## src/rtl/class_score_sequencer.sv

```systemverilog
// rtl/class_score_sequencer.sv - output-layer class sequencer with running signed argmax
module class_score_sequencer #(
    parameter int N_CLASSES = 10,
    parameter int SCORE_W   = 26,
    parameter int CLS_W     = 4,
    parameter int TIMEOUT   = 1023
) (
    input  logic               clk,
    input  logic               rst,
    input  logic               img_valid,
    output logic               img_ready,
    output logic               mac_start,
    output logic [CLS_W-1:0]   mac_class,
    input  logic               mac_done,
    input  logic [SCORE_W-1:0] mac_score,
    output logic               busy,
    output logic               res_valid,
    input  logic               res_ready,
    output logic [CLS_W-1:0]   res_class,
    output logic [SCORE_W-1:0] res_score,
    output logic               res_err
);

    localparam int TW = $clog2(TIMEOUT + 1);

    typedef enum logic [1:0] {S_IDLE, S_ISSUE, S_WAIT, S_DONE} state_t;

    state_t             state_q, state_d;
    logic [CLS_W-1:0]   idx_q, idx_d;
    logic [CLS_W-1:0]   best_idx_q, best_idx_d;
    logic [CLS_W-1:0]   res_class_q, res_class_d;
    logic [TW-1:0]      timer_q, timer_d;
    logic [SCORE_W-1:0] best_q, best_d;
    logic [SCORE_W-1:0] res_score_q, res_score_d;
    logic               res_valid_q, res_valid_d;
    logic               res_err_q, res_err_d;
    logic               finish, abort, take;

    // Strict greater-than keeps the lowest index on ties; class 0 always seeds the argmax.
    assign take = (idx_q == '0) || ($signed(mac_score) > $signed(best_q));

    always_comb begin
        state_d     = state_q;
        idx_d       = idx_q;
        best_idx_d  = best_idx_q;
        best_d      = best_q;
        timer_d     = timer_q;
        res_valid_d = res_valid_q;
        res_class_d = res_class_q;
        res_score_d = res_score_q;
        res_err_d   = res_err_q;
        finish      = 1'b0;
        abort       = 1'b0;

        case (state_q)
            S_IDLE: begin
                if (img_valid) begin
                    state_d   = S_ISSUE;
                    idx_d     = '0;
                    res_err_d = 1'b0;
                end
            end
            S_ISSUE: begin
                timer_d = '0;
                state_d = S_WAIT;
            end
            S_WAIT: begin
                timer_d = timer_q + 1'b1;
                if (mac_done) begin
                    if (take) begin
                        best_d     = mac_score;
                        best_idx_d = idx_q;
                    end
                    if (idx_q == CLS_W'(N_CLASSES - 1)) begin
                        finish = 1'b1;
                    end else begin
                        idx_d   = idx_q + 1'b1;
                        state_d = S_ISSUE;
                    end
                end else if (timer_q == TW'(TIMEOUT - 1)) begin
                    finish = 1'b1;
                    abort  = 1'b1;
                end
            end
            S_DONE: begin
                if (res_ready) begin
                    res_valid_d = 1'b0;
                    state_d     = S_IDLE;
                end
            end
            default: state_d = S_IDLE;
        endcase

        // The result is registered on DONE entry so it already includes the last class.
        if (finish) begin
            state_d     = S_DONE;
            res_valid_d = 1'b1;
            res_err_d   = abort;
            res_class_d = abort ? CLS_W'(14) : best_idx_d;
            res_score_d = abort ? '0 : best_d;
        end
    end

    always_ff @(posedge clk) begin
        if (rst) begin
            state_q     <= S_IDLE;
            idx_q       <= '0;
            best_idx_q  <= '0;
            best_q      <= '0;
            timer_q     <= '0;
            res_valid_q <= 1'b0;
            res_class_q <= CLS_W'(15);
            res_score_q <= '0;
            res_err_q   <= 1'b0;
        end else begin
            state_q     <= state_d;
            idx_q       <= idx_d;
            best_idx_q  <= best_idx_d;
            best_q      <= best_d;
            timer_q     <= timer_d;
            res_valid_q <= res_valid_d;
            res_class_q <= res_class_d;
            res_score_q <= res_score_d;
            res_err_q   <= res_err_d;
        end
    end

    assign img_ready = (state_q == S_IDLE) && !rst;
    assign busy      = (state_q != S_IDLE);
    assign mac_start = (state_q == S_ISSUE);
    assign mac_class = idx_q;
    assign res_valid = res_valid_q;
    assign res_class = res_class_q;
    assign res_score = res_score_q;
    assign res_err   = res_err_q;

endmodule

```

## config.mk

```make
export PLATFORM = sky130hd
export DESIGN_NAME = class_score_sequencer
export DESIGN_NICKNAME = d
export VERILOG_FILES = /design/src/rtl/class_score_sequencer.sv
export SDC_FILE = /design/constraint.sdc
export NUM_CORES = 1
export LEC_CHECK = 0
export BUFFER_PORTS_ARGS = -buffer_cell sky130_fd_sc_hd__buf_2
export CORE_MARGIN = 2
export CORE_UTILIZATION = 40
export DETAILED_ROUTE_END_ITERATION = 10
export PLACE_DENSITY = 0.64
export SLEW_MARGIN = 40
export SYNTH_ARGS = -nofsm -noshare
export SYNTH_HDL_FRONTEND = slang
export SYNTH_SLANG_ARGS = --single-unit
```

## constraint.sdc

```tcl
create_clock -name clk -period 6.2 [get_ports clk]
set_input_delay 1.24 -clock clk [delete_from_list [all_inputs] [get_ports clk]]
set_output_delay 1.24 -clock clk [all_outputs]
set_load 0.01 [all_outputs]
```

# After elaboration in Yosys (flattened, before gate mapping)
# Index checks and enable logic that the tools add are counted.
# word_totals
register_bits	78
input_bits	31
elab_cells	71
# classes
addsub	2
n_lt_le_gt_ge	1
n_eq_ne	12
mux	31
n_reduce_logical	16
# op_table
op	count
two-way mux 26 bit	4
two-way mux 4 bit	7
greater-than comparator 26 bit	1
one-hot mux 10 bit (2 select lines)	1
nonzero test 2 bit	7
two-way mux 1 bit	12
!= test 3 bit (second input constant)	4
adder 10 x 1 -> 10 bit (second input constant)	1
equality test 10 bit (second input constant)	1
two-way mux 2 bit	5
one-hot mux 2 bit (4 select lines)	1
one-hot mux 4 bit (2 select lines)	1
AND reduction 4 bit	2
!= test 2 bit (second input constant)	3
adder 4 x 1 -> 4 bit (second input constant)	1
equality test 2 bit (second input constant)	2
equality test 4 bit (second input constant)	1
zero test 4 bit	1
AND reduction 2 bit	2
equality test 2 x 1 -> 1 bit (second input constant)	1
zero test 2 bit	1
logical AND 1 bit	1
zero test 1 bit	1
logical OR 1 bit	1

# Depth between registers and ports, before layout
# depth
ltp_word	6
depth_mapped	12

# Worst setup path after synthesis
# No wires, ideal clock.
# synth_path
kind	input -> register
start	in mac_score[21]
end	reg res_class_q[0], in the netlist res_class[0]
setup_time_ns	0.095
t_arrival_ns	3.315
required_ns	6.105
slack_ns	2.790
stages	10
path_buffers	1
path_cell_list	ha_1 a21oi_1 o21ai_0 a221o_1 a221oi_2 a21oi_1 or2_1 buf_6 or4b_1 o311ai_1
# synth_between
elab_chain_len	6
# synth_lines
element	line	text
start: declaration	15	input logic [SCORE_W-1:0] mac_score,
greater-than comparator 26 bit	40	assign take = (idx_q == '0) || ($signed(mac_score) > $signed(best_q));
logical OR 1 bit	40	
two-way mux 4 bit	70	if (take) begin
two-way mux 4 bit	69	if (mac_done) begin
two-way mux 4 bit	55	case (state_q)
two-way mux 4 bit	99	res_class_d = abort ? CLS_W'(14) : best_idx_d;
end signal: assignment	122	res_class_q <= res_class_d;
end: declaration	31	logic [CLS_W-1:0] res_class_q, res_class_d;
# No other way between the ends.
# A chain may end at the register's enable or synchronous reset.

# Final worst setup path
# layout_path
start	in mac_score[25]
end	reg res_score_q[19], in the netlist res_score[19]
# layout_between
elab_chain_len	6
# layout_lines
element	line	text
greater-than comparator 26 bit	40	
logical OR 1 bit	40	
two-way mux 26 bit	70	
two-way mux 26 bit	69	
two-way mux 26 bit	55	
two-way mux 26 bit	100	res_score_d = abort ? '0 : best_d;
end signal: assignment	123	res_score_q <= res_score_d;
end: declaration	34	logic [SCORE_W-1:0] res_score_q, res_score_d;
# No other way between the ends.

==> qor.yml <==
clockRootBuffer: "clkbuf_8"
cts_tree: "done"
avgSynthCellArea_um2: 7.82
die_w_um: 105
synth_seq_cells: 78
synthSimpleGateAreaFrac: 0.229
required_ps: 6410
initial_utilization: 0.413
arrival_ps: 4100
cpMaxStageDelayCell: "nor2_4"
register_area_um2: 1560
wirelength_um: 9890
coreArea_um2: 9820
gp_congestion: 0.782
die_y_um: 105
r2r-end: "res_score[19]"
die_area_um2: 11000
synth.mux.area_fraction: 0.00277
synth_edf_count: 0
drive_gt1_frac: 0.169
wl_per_cell_um: 14.0
hold_viol_final: 0
hpwl_um: 6720
synth-seq-area-share: 0.385
port_buffers: 69
cts_buffer_depth: 2
finClkSkew_ps: 7.99
synthAdderAreaFrac: 0.108
max_freq_mhz: 257
cts.reportedPaths.clkPinSlew_ps: 80
ios: 70
fill_cells: 1025
numCtsBuffers: 9
postCtsHoldBufs: 0
worstReg2RegStart: "best_q[25]"
reg2reg_depth: 9
final_nets: 636
fin_crit_ps: 3890
finalSetupTns_ps: 0
synth.distinct_cells: 40
setup_viol: 0
cp-start-kind: "primary input"
endpoint_kind: "flip-flop"
p_per_area_nw_per_um2: 275
grt_use_total: 0.189
yosys_warnings: 0
htree_levels: 3
async_flop_share: 0
overflow: 0
reg2reg_setup_slack_ps: 2910
startpoint: "mac_score[25]"
diodes: 0
synth_compound_area_frac: 0.192
maxCapViolCount: 0
ant_nets: 0
grt_max_degree: 57
hold_ws_ps: 456
drc: 0
report.final.slew_viol_count: 0
hold_path_class: "reg -> reg"
synth_xor_area_frac: 0.0129
vias_per_cell: 5.49
tightestPinTransition_ps: 694
critical_path.cell_chain: "buf_2 -> ha_1 -> nand4_2 -> nor4_2 -> a41oi_1 -> and4b_1 -> or2_2 -> nor2_4 -> o211ai_1"
netlist_area_um2: 4060
cts_sinks: 78
rows: 36
first_global_vias: 3680
fin_crit_sh: 0.628
multi_input_area_um2: 2240
grt_pass1_wl_um: 17200
critPathKind: "in -> reg"
drt_first_pass_iters: 4
cts_resized: 0
clk_latency_ps: 360
power.leakage_nw: 1.76
first_iter_violations: 111
status: "completed"
slowest_delay_ps: 630
antenna_found_initial: 0
ir_drop_uv: 108
crit_end: "res_score[19]"
syn_nets: 585
area_growth_pct: 15.4
netlist_instances: 519
synth_top_family_by_area: "simple AND/OR/NAND/NOR gates"
slew_headroom: 0.536
synth-main-ff-cell: "dfxtp_1"
vias: 3873
cp_max_fo: 33
post_cts_buffers: 0
rsz0062_at_grt: "no"
## stage by stage
| stage | cell area (µm²) | std cells | power [mW] | util | setup WS [ps] |
|---|---|---|---|---|---|
| after detailed placement | 4530 | 692 | 0.969 | 0.462 | 1930 |
| after floorplan | 4060 | 519 | 0.858 | - | 2790 |
| after global placement | 4470 | 689 | 0.945 | 0.455 | 1830 |
| after global routing | 4690 | 706 | 1.38 | 0.477 | 2110 |
| final | 4690 | 706 | 1.29 | 0.477 | 2310 |
| after CTS | 4690 | 706 | 1.30 | 0.477 | 2310 |
## power breakdown
part | leakage, nW | switching [mW] | internal [mW] | total, mW
registers | 0.630 | 0.0311 | 0.539 | 0.570
clock network | 0.0821 | 0.181 | 0.151 | 0.332
logic | 1.05 | 0.255 | 0.133 | 0.387
## cell families (layout without fill, tap and decap cells)
kind of cell | after synthesis | after routing
adders and majority gates | 35 | 35
AOI/OAI and AO/OA | 132 | 132
xor gates and xnor gates | 6 | 6
muxes | 1 | 1
DFF | 78 | 78
and+or+nand+nor | 194 | 194
buffers and inverters | 73 | 127
## how the worst min path moves through the flow
stage	end	cells past startpoint	slack, ps	startpoint
finish	res_class[1]	2	460	res_class[1]
global route	res_class[1]	2	470	res_class[1]
CTS	res_class[1]	2	460	res_class[1]
detailed placement	res_class[1]	2	450	res_class[1]
global placement	res_class[2]	2	440	res_class[2]
floorplan	best_idx_q[0]	2	440	best_idx_q[0]
## placed cells by master (no fill, tap or decap), types with 3 or more instances in the layout
cell type,Yosys,layout
nand2_1,78,78
nor3_1,4,4
a32oi_1,3,3
nand2b_1,3,3
ha_1,35,35
o21ai_0,41,41
nor2_4,1,4
nor2_1,25,21
o211ai_1,26,26
xor2_1,5,5
a21oi_1,51,51
nand3_1,38,38
nand4_1,33,33
clkbuf_8,0,10
buf_2,4,69
dfxtp_1,78,78
inv_1,39,39
## sequential cells by signal (all words and copies together), names as in the netlist
name and count:
best_q 26, res_score 26, timer_q 10, best_idx_q 4, mac_class 4, res_class 4
state_q 2, res_err 1, res_valid 1
## cell usage after synthesis, types with 2 or more instances
cell type | number | share of area
a21o_1 | 2 | 0.0037
a21oi_1 | 51 | 0.063
a32oi_1 | 3 | 0.0065
and3_1 | 2 | 0.0031
buf_1 | 5 | 0.0046
buf_2 | 4 | 0.0049
clkbuf_1 | 24 | 0.022
dfxtp_1 | 78 | 0.38
ha_1 | 35 | 0.11
inv_1 | 39 | 0.036
nand2_1 | 78 | 0.072
nand2b_1 | 3 | 0.0046
nand3_1 | 38 | 0.047
nand4_1 | 33 | 0.051
nor2_1 | 25 | 0.023
nor3_1 | 4 | 0.0049
o211ai_1 | 26 | 0.048
o21ai_0 | 41 | 0.051
o41ai_1 | 2 | 0.0043
or3_1 | 2 | 0.0031
xor2_1 | 5 | 0.011
## layer usage
| metal | track usage | vias to the layer above | wire length (µm) |
|---|---|---|---|
| met5 | 0 | - | 0 |
| met4 | 0.0743 | 0 | 152 |
| met3 | 0.0387 | 11 | 442 |
| met2 | 0.316 | 73 | 4640 |
| met1 | 0.239 | 1848 | 4660 |
| li1 | - | 1941 | - |
## layout make-up
cell class                      count  area share
Timing Repair Buffer               74      0.0892
Clock inverter                      2     0.00214
Inverter                           39      0.0312
Sequential cell                    78       0.333
Tap cell                          133      0.0355
Clock buffer                       12      0.0310
Multi-Input combinational cell    368       0.478
## critical path: cells and delay by family
family                     cells  cell delay, ps
AOI/OAI and AO/OA              2             390
buffers and inverters          1             120
adders and majority gates      1             350
and+or+nand+nor                5            1990
(Power assumes the default switching activity.)
